===== src/rtl/output_requant_pkg.sv =====
// output_requant_pkg: shared FSM encoding, pipeline depth, output width and clamp limits
package output_requant_pkg;
   localparam logic [1:0] S_IDLE  = 2'd0;
   localparam logic [1:0] S_RUN   = 2'd1;
   localparam logic [1:0] S_DRAIN = 2'd2;
   localparam logic [1:0] S_DONE  = 2'd3;
   localparam int STREAM_DATA_WIDTH = 8;
   localparam int PIPE_DEPTH = 3;
   localparam int RELU_MAX = 255;
   localparam int SAT_MAX = 127;
   localparam int SAT_MIN = -128;
   typedef struct packed {
      logic [9:0] layers;
      logic [9:0] rows;
      logic [9:0] cols;
   } dims_t;
endpackage


===== src/rtl/output_requant_if.sv =====
// output_requant_if: accumulator stream in, output FIFO write port out
interface output_requant_if #(
   parameter int ACC_WIDTH = 32,
   parameter int STREAM_DATA_WIDTH = 8,
   parameter int FIFO_COUNT_WIDTH = 10
);
   logic signed [ACC_WIDTH-1:0] acc_data;
   logic acc_valid;
   logic acc_ready;
   logic [STREAM_DATA_WIDTH-1:0] fifo_din;
   logic fifo_wr_en;
   logic [FIFO_COUNT_WIDTH-1:0] fifo_dcount;
   modport slave (input acc_data, acc_valid, fifo_dcount, output acc_ready, fifo_din, fifo_wr_en);
   modport master (output acc_data, acc_valid, fifo_dcount, input acc_ready, fifo_din, fifo_wr_en);
endinterface


===== src/rtl/output_requant_pipe.sv =====
// requant_pipe: three-stage bias add, round-half-up arithmetic shift, and ReLU/signed clamp
module requant_pipe import output_requant_pkg::*; #(
   parameter int ACC_WIDTH = 32,
   parameter int DATA_W = 8
) (
   input  logic clk,
   input  logic reset,
   input  logic in_valid_i,
   input  logic signed [ACC_WIDTH-1:0] acc_i,
   input  logic signed [ACC_WIDTH-1:0] bias_i,
   input  logic [4:0] shift_i,
   input  logic relu_i,
   output logic [PIPE_DEPTH-1:0] vld_o,
   output logic [DATA_W-1:0] dout_o
);
   localparam int W = ACC_WIDTH + 2;
   logic signed [ACC_WIDTH:0] sum_q;
   logic signed [W-1:0] rnd_q, rnd_d, half, sat;
   logic [PIPE_DEPTH-1:0] vld_q;
   logic [DATA_W-1:0] dout_q;
   // two guard bits keep the rounding add from overflowing the 33-bit sum
   always_comb begin
      half = shift_i == 5'd0 ? '0 : W'(1) <<< (shift_i - 5'd1);
      rnd_d = ($signed({sum_q[ACC_WIDTH], sum_q}) + half) >>> shift_i;
      sat = relu_i ? (rnd_q[W-1] ? '0 : rnd_q > W'(RELU_MAX) ? W'(RELU_MAX) : rnd_q)
                   : (rnd_q < W'(SAT_MIN) ? W'(SAT_MIN) : rnd_q > W'(SAT_MAX) ? W'(SAT_MAX) : rnd_q);
   end
   always_ff @(posedge clk or posedge reset) begin
      if (reset) begin
         vld_q <= '0;
         sum_q <= '0;
         rnd_q <= '0;
         dout_q <= '0;
      end else begin
         vld_q <= {vld_q[PIPE_DEPTH-2:0], in_valid_i};
         if (in_valid_i) sum_q <= {acc_i[ACC_WIDTH-1], acc_i} + {bias_i[ACC_WIDTH-1], bias_i};
         if (vld_q[0]) rnd_q <= rnd_d;
         if (vld_q[1]) dout_q <= sat[DATA_W-1:0];
      end
   end
   assign vld_o = vld_q;
   assign dout_o = dout_q;
endmodule


===== src/rtl/output_requant.sv =====
// output_requant: layer-set FSM, col/row/layer counters and FIFO high-water flow control
// around the requant_pipe arithmetic.
module output_requant #(
   parameter int ACC_WIDTH = 32,
   parameter int STREAM_DATA_WIDTH = output_requant_pkg::STREAM_DATA_WIDTH,
   parameter int FIFO_COUNT_WIDTH = 10,
   parameter int HIGH_WATER = 500
) (
   input  logic clk,
   input  logic reset,
   input  logic Start,
   input  logic [9:0] no_of_input_layers,
   input  logic [9:0] input_layer_row_size,
   input  logic [9:0] input_layer_col_size,
   input  logic signed [ACC_WIDTH-1:0] bias,
   input  logic [4:0] shift_amt,
   input  logic relu_en,
   output logic busy,
   output logic done,
   output_requant_if.slave bus
);
   import output_requant_pkg::*;
   logic [1:0] state_q, state_d;
   dims_t dims_q, dims_d;
   logic signed [ACC_WIDTH-1:0] bias_q, bias_d;
   logic [4:0] shift_q, shift_d;
   logic relu_q, relu_d;
   logic [9:0] col_q, col_d, row_q, row_d, lay_q, lay_d;
   logic [PIPE_DEPTH-1:0] vld;
   logic [1:0] inflight;
   logic [FIFO_COUNT_WIDTH:0] occ;
   logic start, xfer, last_col, last_row, last_lay;
   // in-flight words count against the FIFO so every accepted word has room when it lands
   always_comb begin
      inflight = 2'($countones(vld));
      occ = (FIFO_COUNT_WIDTH+1)'(bus.fifo_dcount) + (FIFO_COUNT_WIDTH+1)'(inflight);
      bus.acc_ready = state_q == S_RUN && occ < (FIFO_COUNT_WIDTH+1)'(HIGH_WATER);
      xfer = bus.acc_valid && bus.acc_ready;
      start = state_q == S_IDLE && Start;
      last_col = col_q == dims_q.cols - 10'd1;
      last_row = row_q == dims_q.rows - 10'd1;
      last_lay = lay_q == dims_q.layers - 10'd1;
      dims_d = start ? dims_t'{no_of_input_layers, input_layer_row_size, input_layer_col_size} : dims_q;
      bias_d = start ? bias : bias_q;
      shift_d = start ? shift_amt : shift_q;
      relu_d = start ? relu_en : relu_q;
      col_d = start ? '0 : xfer ? (last_col ? '0 : col_q + 10'd1) : col_q;
      row_d = start ? '0 : xfer && last_col ? (last_row ? '0 : row_q + 10'd1) : row_q;
      lay_d = start ? '0 : xfer && last_col && last_row ? (last_lay ? '0 : lay_q + 10'd1) : lay_q;
      state_d = start ? S_RUN
              : state_q == S_RUN && xfer && last_col && last_row && last_lay ? S_DRAIN
              : state_q == S_DRAIN && inflight == 2'd0 ? S_DONE
              : state_q == S_DONE ? S_IDLE : state_q;
      busy = state_q == S_RUN || state_q == S_DRAIN;
      done = state_q == S_DONE;
   end
   always_ff @(posedge clk or posedge reset) begin
      if (reset) begin
         state_q <= S_IDLE;
         dims_q <= '0;
         bias_q <= '0;
         shift_q <= '0;
         relu_q <= 1'b0;
         col_q <= '0;
         row_q <= '0;
         lay_q <= '0;
      end else begin
         state_q <= state_d;
         dims_q <= dims_d;
         bias_q <= bias_d;
         shift_q <= shift_d;
         relu_q <= relu_d;
         col_q <= col_d;
         row_q <= row_d;
         lay_q <= lay_d;
      end
   end
   requant_pipe #(.ACC_WIDTH(ACC_WIDTH), .DATA_W(STREAM_DATA_WIDTH)) u_pipe (
      .clk(clk),
      .reset(reset),
      .in_valid_i(xfer),
      .acc_i(bus.acc_data),
      .bias_i(bias_q),
      .shift_i(shift_q),
      .relu_i(relu_q),
      .vld_o(vld),
      .dout_o(bus.fifo_din)
   );
   assign bus.fifo_wr_en = vld[PIPE_DEPTH-1];
endmodule


===== src/flat_wrapper.sv =====
// flat-port wrapper written by rule: the top's interface ports become plain ports
module output_requant_flat import output_requant_pkg::*;
#(
   parameter int ACC_WIDTH = 32,
   parameter int STREAM_DATA_WIDTH = output_requant_pkg::STREAM_DATA_WIDTH,
   parameter int FIFO_COUNT_WIDTH = 10,
   parameter int HIGH_WATER = 500
)
  (clk, reset, Start, no_of_input_layers, input_layer_row_size, input_layer_col_size, bias, shift_amt, relu_en, busy, done, bus_acc_data, bus_acc_valid, bus_fifo_dcount, bus_acc_ready, bus_fifo_din, bus_fifo_wr_en);
  output_requant_if #(.ACC_WIDTH(ACC_WIDTH), .STREAM_DATA_WIDTH(STREAM_DATA_WIDTH), .FIFO_COUNT_WIDTH(FIFO_COUNT_WIDTH)) bus_i ();
  input  logic clk;
  input  logic reset;
  input  logic Start;
  input  logic [9:0] no_of_input_layers;
  input  logic [9:0] input_layer_row_size;
  input  logic [9:0] input_layer_col_size;
  input  logic signed [ACC_WIDTH-1:0] bias;
  input  logic [4:0] shift_amt;
  input  logic relu_en;
  output logic busy;
  output logic done;
  input wire logic [$bits(bus_i.acc_data)-1:0] bus_acc_data;
  input wire logic [$bits(bus_i.acc_valid)-1:0] bus_acc_valid;
  input wire logic [$bits(bus_i.fifo_dcount)-1:0] bus_fifo_dcount;
  output wire logic [$bits(bus_i.acc_ready)-1:0] bus_acc_ready;
  output wire logic [$bits(bus_i.fifo_din)-1:0] bus_fifo_din;
  output wire logic [$bits(bus_i.fifo_wr_en)-1:0] bus_fifo_wr_en;
  assign bus_i.acc_data = bus_acc_data;
  assign bus_i.acc_valid = bus_acc_valid;
  assign bus_i.fifo_dcount = bus_fifo_dcount;
  assign bus_acc_ready = bus_i.acc_ready;
  assign bus_fifo_din = bus_i.fifo_din;
  assign bus_fifo_wr_en = bus_i.fifo_wr_en;
  output_requant #(.ACC_WIDTH(ACC_WIDTH), .STREAM_DATA_WIDTH(STREAM_DATA_WIDTH), .FIFO_COUNT_WIDTH(FIFO_COUNT_WIDTH), .HIGH_WATER(HIGH_WATER)) u_core (.clk(clk), .reset(reset), .Start(Start), .no_of_input_layers(no_of_input_layers), .input_layer_row_size(input_layer_row_size), .input_layer_col_size(input_layer_col_size), .bias(bias), .shift_amt(shift_amt), .relu_en(relu_en), .busy(busy), .done(done), .bus(bus_i));
endmodule

===== config.mk =====
export PLATFORM = sky130hd
export DESIGN_NAME = output_requant_flat
export DESIGN_NICKNAME = d
export VERILOG_FILES = /design/src/rtl/output_requant_pkg.sv /design/src/rtl/output_requant_if.sv /design/src/rtl/output_requant_pipe.sv /design/src/rtl/output_requant.sv /design/src/flat_wrapper.sv
export SDC_FILE = /design/constraint.sdc
export NUM_CORES = 1
export LEC_CHECK = 0
export CAP_MARGIN = 20
export CORE_MARGIN = 3
export CORE_UTILIZATION = 25
export CTS_CLUSTER_SIZE = 14
export DETAILED_ROUTE_END_ITERATION = 10
export PLACE_DENSITY = 0.48
export RECOVER_POWER = 25
export SLEW_MARGIN = 20
export SYNTH_ARGS = -nofsm -noshare
export SYNTH_HDL_FRONTEND = slang
export SYNTH_HIERARCHICAL = 1
export SYNTH_SLANG_ARGS = --single-unit

===== constraint.sdc =====
create_clock -name clk -period 5.7 [get_ports clk]
set_clock_uncertainty 0.1 [all_clocks]
set_input_delay 1.71 -clock clk [delete_from_list [all_inputs] [get_ports clk]]
set_output_delay 1.71 -clock clk [all_outputs]
set_load 0.01 [all_outputs]

## Word level (Yosys, flattened, before mapping)

Cells that the tools add are included.
W data, S select, Z words.

- Add/subtract/negate cells: 12
- Order comparisons: 4
- Eq/ne operators: 6
- Shift operators: 2
- Mux-type cells: 19
- Reduce and logical (&&, ||, !) cells: 18

Operators with widths:

| operator | count |
|---|---|
| $mux W10 | 9 |
| $mux W8 | 5 |
| $add A33 B34 Y34 | 1 |
| $gt A34 B8 Y1 const B | 1 |
| $gt A34 B9 Y1 const B | 1 |
| $lt A34 B8 Y1 const B | 1 |
| $mux W34 | 1 |
| $sshl A1 B5 Y34 const A | 1 |
| $sshr A34 B5 Y34 | 1 |
| $add A32 B32 Y33 | 1 |
| $add A10 B1 Y10 const B | 3 |
| $eq A10 B10 Y1 | 3 |
| $sub A10 B1 Y10 const B | 3 |
| $add A10 B2 Y11 | 1 |
| $lt A11 B9 Y1 const B | 1 |
| $logic_and A1 B1 Y1 | 10 |
| $mux W2 | 4 |
| $reduce_bool A2 Y1 | 3 |
| $logic_not A5 Y1 | 1 |
| $sub A5 B1 Y5 const B | 1 |
| $eq A2 B2 Y1 const B | 2 |
| $logic_not A2 Y1 | 2 |
| $reduce_bool A4 Y1 | 1 |
| $add A1 B1 Y2 | 1 |
| other kinds (3) | 3 |

- Register bits after elaboration: 178
- Input port bits: 114
- Output and inout port bits: 12
- Logic and storage cells: 75

## Logic depth before layout (Yosys ltp)

- Depth in word-level cells: 12
- Gate-level depth with buffers: 20
- Gate-level depth less buffers: 16

## Modules after synthesis

Netlist, hierarchy kept.

By module, submodules not included:

| module | times used | cells each | area an instance (µm²) | seq. area each (µm²) |
|---|---|---|---|---|
| requant_pipe | 1 | 1106 | 8883.5 | 1951.9 |
| output_requant | 1 | 638 | 5376.4 | 2502.4 |

## Least setup slack after synthesis

OpenSTA, ideal clock, no wires.

- Kind: input port to flip-flop
- Start point: input bus_acc_data[0]
- End point: register u_core.u_pipe.sum_q[26]
- Setup time: 0.136 ns
- Arrival: 4.525 ns
- Required time: 5.464 ns
- Setup slack: 0.939 ns
- Stages: 14
- Path buffers: 0
- Path through: ha_1 inv_1 fa_1 inv_1 a21oi_1 o21bai_1 a2111oi_1 o311ai_0 nor4_1 o311a_1 a21oi_1 a31o_2 nand3_1 or3b_2

- Word-level cells in the longest chain between the ends: 1

RTL lines:

| element | line | source |
|---|---|---|
| start: declaration | flat_wrapper.sv:22 | `input wire logic [$bits(bus_i.acc_data)-1:0] bus_acc_data;` |
| $add A32 B32 Y33 | output_requant_pipe.sv:36 | `if (in_valid_i) sum_q <= {acc_i[ACC_WIDTH-1], acc_i} + {bias_i[ACC_WIDTH-1], bias_i};` |
| end signal: assignment | output_requant_pipe.sv:36 |  |
| end: declaration | output_requant_pipe.sv:17 | `logic signed [ACC_WIDTH:0] sum_q;` |

Every way passes these cells.
A chain may end at the register's enable or synchronous reset.

## Final worst setup path

- Start point: input bus_fifo_dcount[1]
- End point: output bus_acc_ready

- Word-level cells in the longest chain between the ends: 3

RTL lines:

| element | line | source |
|---|---|---|
| start: declaration | flat_wrapper.sv:24 | `input wire logic [$bits(bus_i.fifo_dcount)-1:0] bus_fifo_dcount;` |
| $add A10 B2 Y11 | output_requant.sv:36 | `occ = (FIFO_COUNT_WIDTH+1)'(bus.fifo_dcount) + (FIFO_COUNT_WIDTH+1)'(inflight);` |
| $lt A11 B9 Y1 | output_requant.sv:37 | `bus.acc_ready = state_q == S_RUN && occ < (FIFO_COUNT_WIDTH+1)'(HIGH_WATER);` |
| $logic_and A1 B1 Y1 | output_requant.sv:37 |  |
| end: declaration | flat_wrapper.sv:25 | `output wire logic [$bits(bus_i.acc_ready)-1:0] bus_acc_ready;` |

Every way passes these cells.

==> results.md <==
- Outcome: complete, but fails checks
- Failing checks: capacitance limit, slew limit
- Largest family of logic cells by synthesized area: compound AO/OA/AOI/OAI gates
- Met3 Routed Length: between 1.5 and 2 mm
- FFs w/ async S/R, synth: 100.0%
- WL met2: about 21 mm
- EDFF count, synth: 0
- Netlist cell types: 99
- Crit path time final: between 5000 and 6000 ps
- Relative slew slack: -98.23%
- TritonCTS Buffers: 17
- Hold Slack: ~380 ps
- Cell area after layout: ~17000 µm²
- FF+latch area: roughly 4500 µm²
- Xor/xnor cell area share of the yosys netlist: approximately 5.2%
- Critical path arrival: ~3700 ps
- # hold bufs at CTS: 0
- Synth Area per Inst: ~8.2 µm²
- Die Height: between 200 and 250 µm
- Leakage power: between 7 and 8 nW
- Post-Synth Simple-Gate Area: about 23%
- Post-Synth Adder-Cell Area: 7.002%
- Worst-case clock buffer depth: 2
- Routed vias: about 13000
- Core region area: about 56000 µm²
- Register area share after synthesis: 31.24%
- Maximum vdd drop: 0.2010 mV
- Total Wirelength: approximately 46 mm
- DP Area: 16410 µm²
- CTS tree: done
- # fillers: just over 6000
- Post-synth top area share: 31.24%
- Placed Cells: 2566
- Wire per inst: between 15 and 20 µm
- Least-Margin Pin Slew: between 2000 and 3000 ps
- Via/cell ratio: about 5.2
- Sink Count: 178
- Synth top area cells: dfrtp_1 31%, nand2_1 8.0%, ha_1 6.6%, a21oi_1 4.9%, nor2_1 3.2%
- HP Class: reg2reg
- Synth Area in Compound Gates: between 20% and 30%
- Commonest non-fill, non-tap cell in the layout: nand2_1
- Worst-path maximum fanout: 2
- Share of layout cells above drive strength 1: under 10%
- Final setup violation count: 0
- Drc violations: 0
- Hpwl dp: 35.48 mm
- H-Tree Depth: 4
- Post-Syn Area: about 14000 µm²
- Port Buffer Count: about 130
- Yosys top cell by area: dfrtp_1
- Vias in the first global route: around 13000
- TritonRoute pass-1 iters: 6
- Maximum capacitance violations: 3
- I/O pins: between 100 and 150
- Total GRT Usage: 15.41%
- Row cnt: 86
- Diode count: 0
- Pin count of the biggest net entering global routing: 74
- Most frequent cells in the layout: 304 x nand2_1, 178 x dfrtp_1, 140 x a21oi_1, 124 x clkdlybuf4s50_1, 122 x nor2_1
- P&R area growth vs syn: 19.20%
- RSZ-0062 raised after global routing: no
- Crit start category: primary input
- Post-synth top flop: dfrtp_1
- Crit end category: output port
- Nets: 2029
- WP data required: slightly below 4000 ps
- Starting Density: approximately a quarter
- Pwr dens: 462.8 nW/µm²
- Top sig layer: met4
- First-pass GRT wire length: around 74 mm
- Min setup slack post-route: roughly 160 ps
- Final period util: 97.22%
- Non-filler instance count after layout: about 2600
- Initial antenna violation count: 0
- Syn Inst Count: approximately 1700
- Yosys warning total: 6
- Die area: 59940 µm²
- Root Buffer: clkbuf_16
- Final hold vios: 0
- GPL Wtd Cong: between 0.8 and 0.9
- WS Path Type: in2out
- Post-Syn Nets: between 1500 and 2000
- Peak Freq: 180.5 MHz
- Width of the die: about 240 µm
- Iter 0 DRT Violations: slightly above 800
- Clock-pin slew on the worst setup and hold paths: roughly 70 ps
- Multi-input logic area: 9244 µm²
- Final Slew Violations: ~120
- Clock Latency Late Sink: around 470 ps
- Post-DRT Antenna Nets: 0
- Pre-CTS worst setup slack: -228.9 ps
- Metal-1 WL: around 22 mm
- Synth Register Bits: 178
- Total congestion overflow: 0
- Post-synthesis mux area share: 5.598%
[Yosys cell counts, drive strengths merged (35+ instances only)]
cell,number
xnor2,49
dfrtp,178
clkbuf,72
ha,75
nand2,306
nor2,122
nor3,50
inv,47
xor2,35
o21ai,92
a21oi,142
nand3,43
[report_power, final]
part           total [mW]  switching (mW)  internal, mW
Combinational        4.51            2.67          1.84
Clock                1.23           0.567         0.667
Sequential           2.12           0.421          1.70
[flip-flops by register name, summed over array words and instances (netlist names)]
name and cells:
u_core/u_pipe/vld_o 3, u_core/shift_q 5, u_core/bias_q 32, u_core/dims_q 30, u_core/col_q 10, u_core/u_pipe/dout_o 8
u_core/u_pipe/rnd_q 34, u_core/lay_q 10, u_core/state_q 2, u_core/row_q 10, u_core/u_pipe/sum_q 33, u_core/relu_q 1
[area by class of cell]
class                      count  share of cell area, %
clock inverter                12                 0.8465
clock buffer                  20                  2.628
inverter                      49                  1.097
sequential                   178                  26.21
multi-input combinational   1422                  54.38
timing repair buffer         169                  9.334
tap                          748                  5.506
[worst paths after layout]
kind,depth (start not counted),slack (ps),endpoint,from
worst max register to register,17,470,u_core/u_pipe/rnd_q[5]$_DFFE_PP0P_,u_core/shift_q[1]$_DFFE_PP0P_
worst max-delay path,6,160,bus_acc_ready,bus_fifo_dcount[1]
worst min register to register,2,380,u_core/bias_q[12]$_DFFE_PP0P_,u_core/bias_q[12]$_DFFE_PP0P_
max in group asynchronous,2,1690,u_core/dims_q[21]$_DFFE_PP0P_,reset
min in group asynchronous,2,2010,u_core/u_pipe/vld_o[0]$_DFF_PP0_,reset
worst min-delay path,2,380,u_core/bias_q[12]$_DFFE_PP0P_,u_core/bias_q[12]$_DFFE_PP0P_
[routing by layer]
layer,up-vias,GRT usage [%]
met5,-,0
met4,0,4.411
met2,290,25.24
li1,6577,-
met3,43,1.923
met1,6545,21.31
[critical path, stage by stage]
cell and delay (ps):
clkdlybuf4s50_1 410, ha_1 280, nand3_1 60, a211oi_1 580, nor3b_1 170, clkdlybuf4s50_1 520
[cells by family after synthesis]
group	Yosys count
AO/OA/AOI/OAI	504
XOR/XNOR	84
adder cells (fa/ha/maj)	78
buffers and inverters	144
flip-flops	178
multiplexers	67
other	1
AND/OR/NAND/NOR	688
[metrics by stage]
stage               util, %  TNS (ps)  power (mW)
floorplan                 -         0       5.217
detailed placement    29.44    -873.7       6.597
global route          30.50         0       8.492
CTS                   30.50         0       7.884
finish                30.50         0       7.866
global placement      29.44    -755.1       6.572
[what timing repair did]
item / in CTS / in global routing
endpoints found under the setup margin: 0 / 3
gates resized for setup: 0 / 2
setup buffers: 0 / 0
Power figures use the tool's default switching activity.
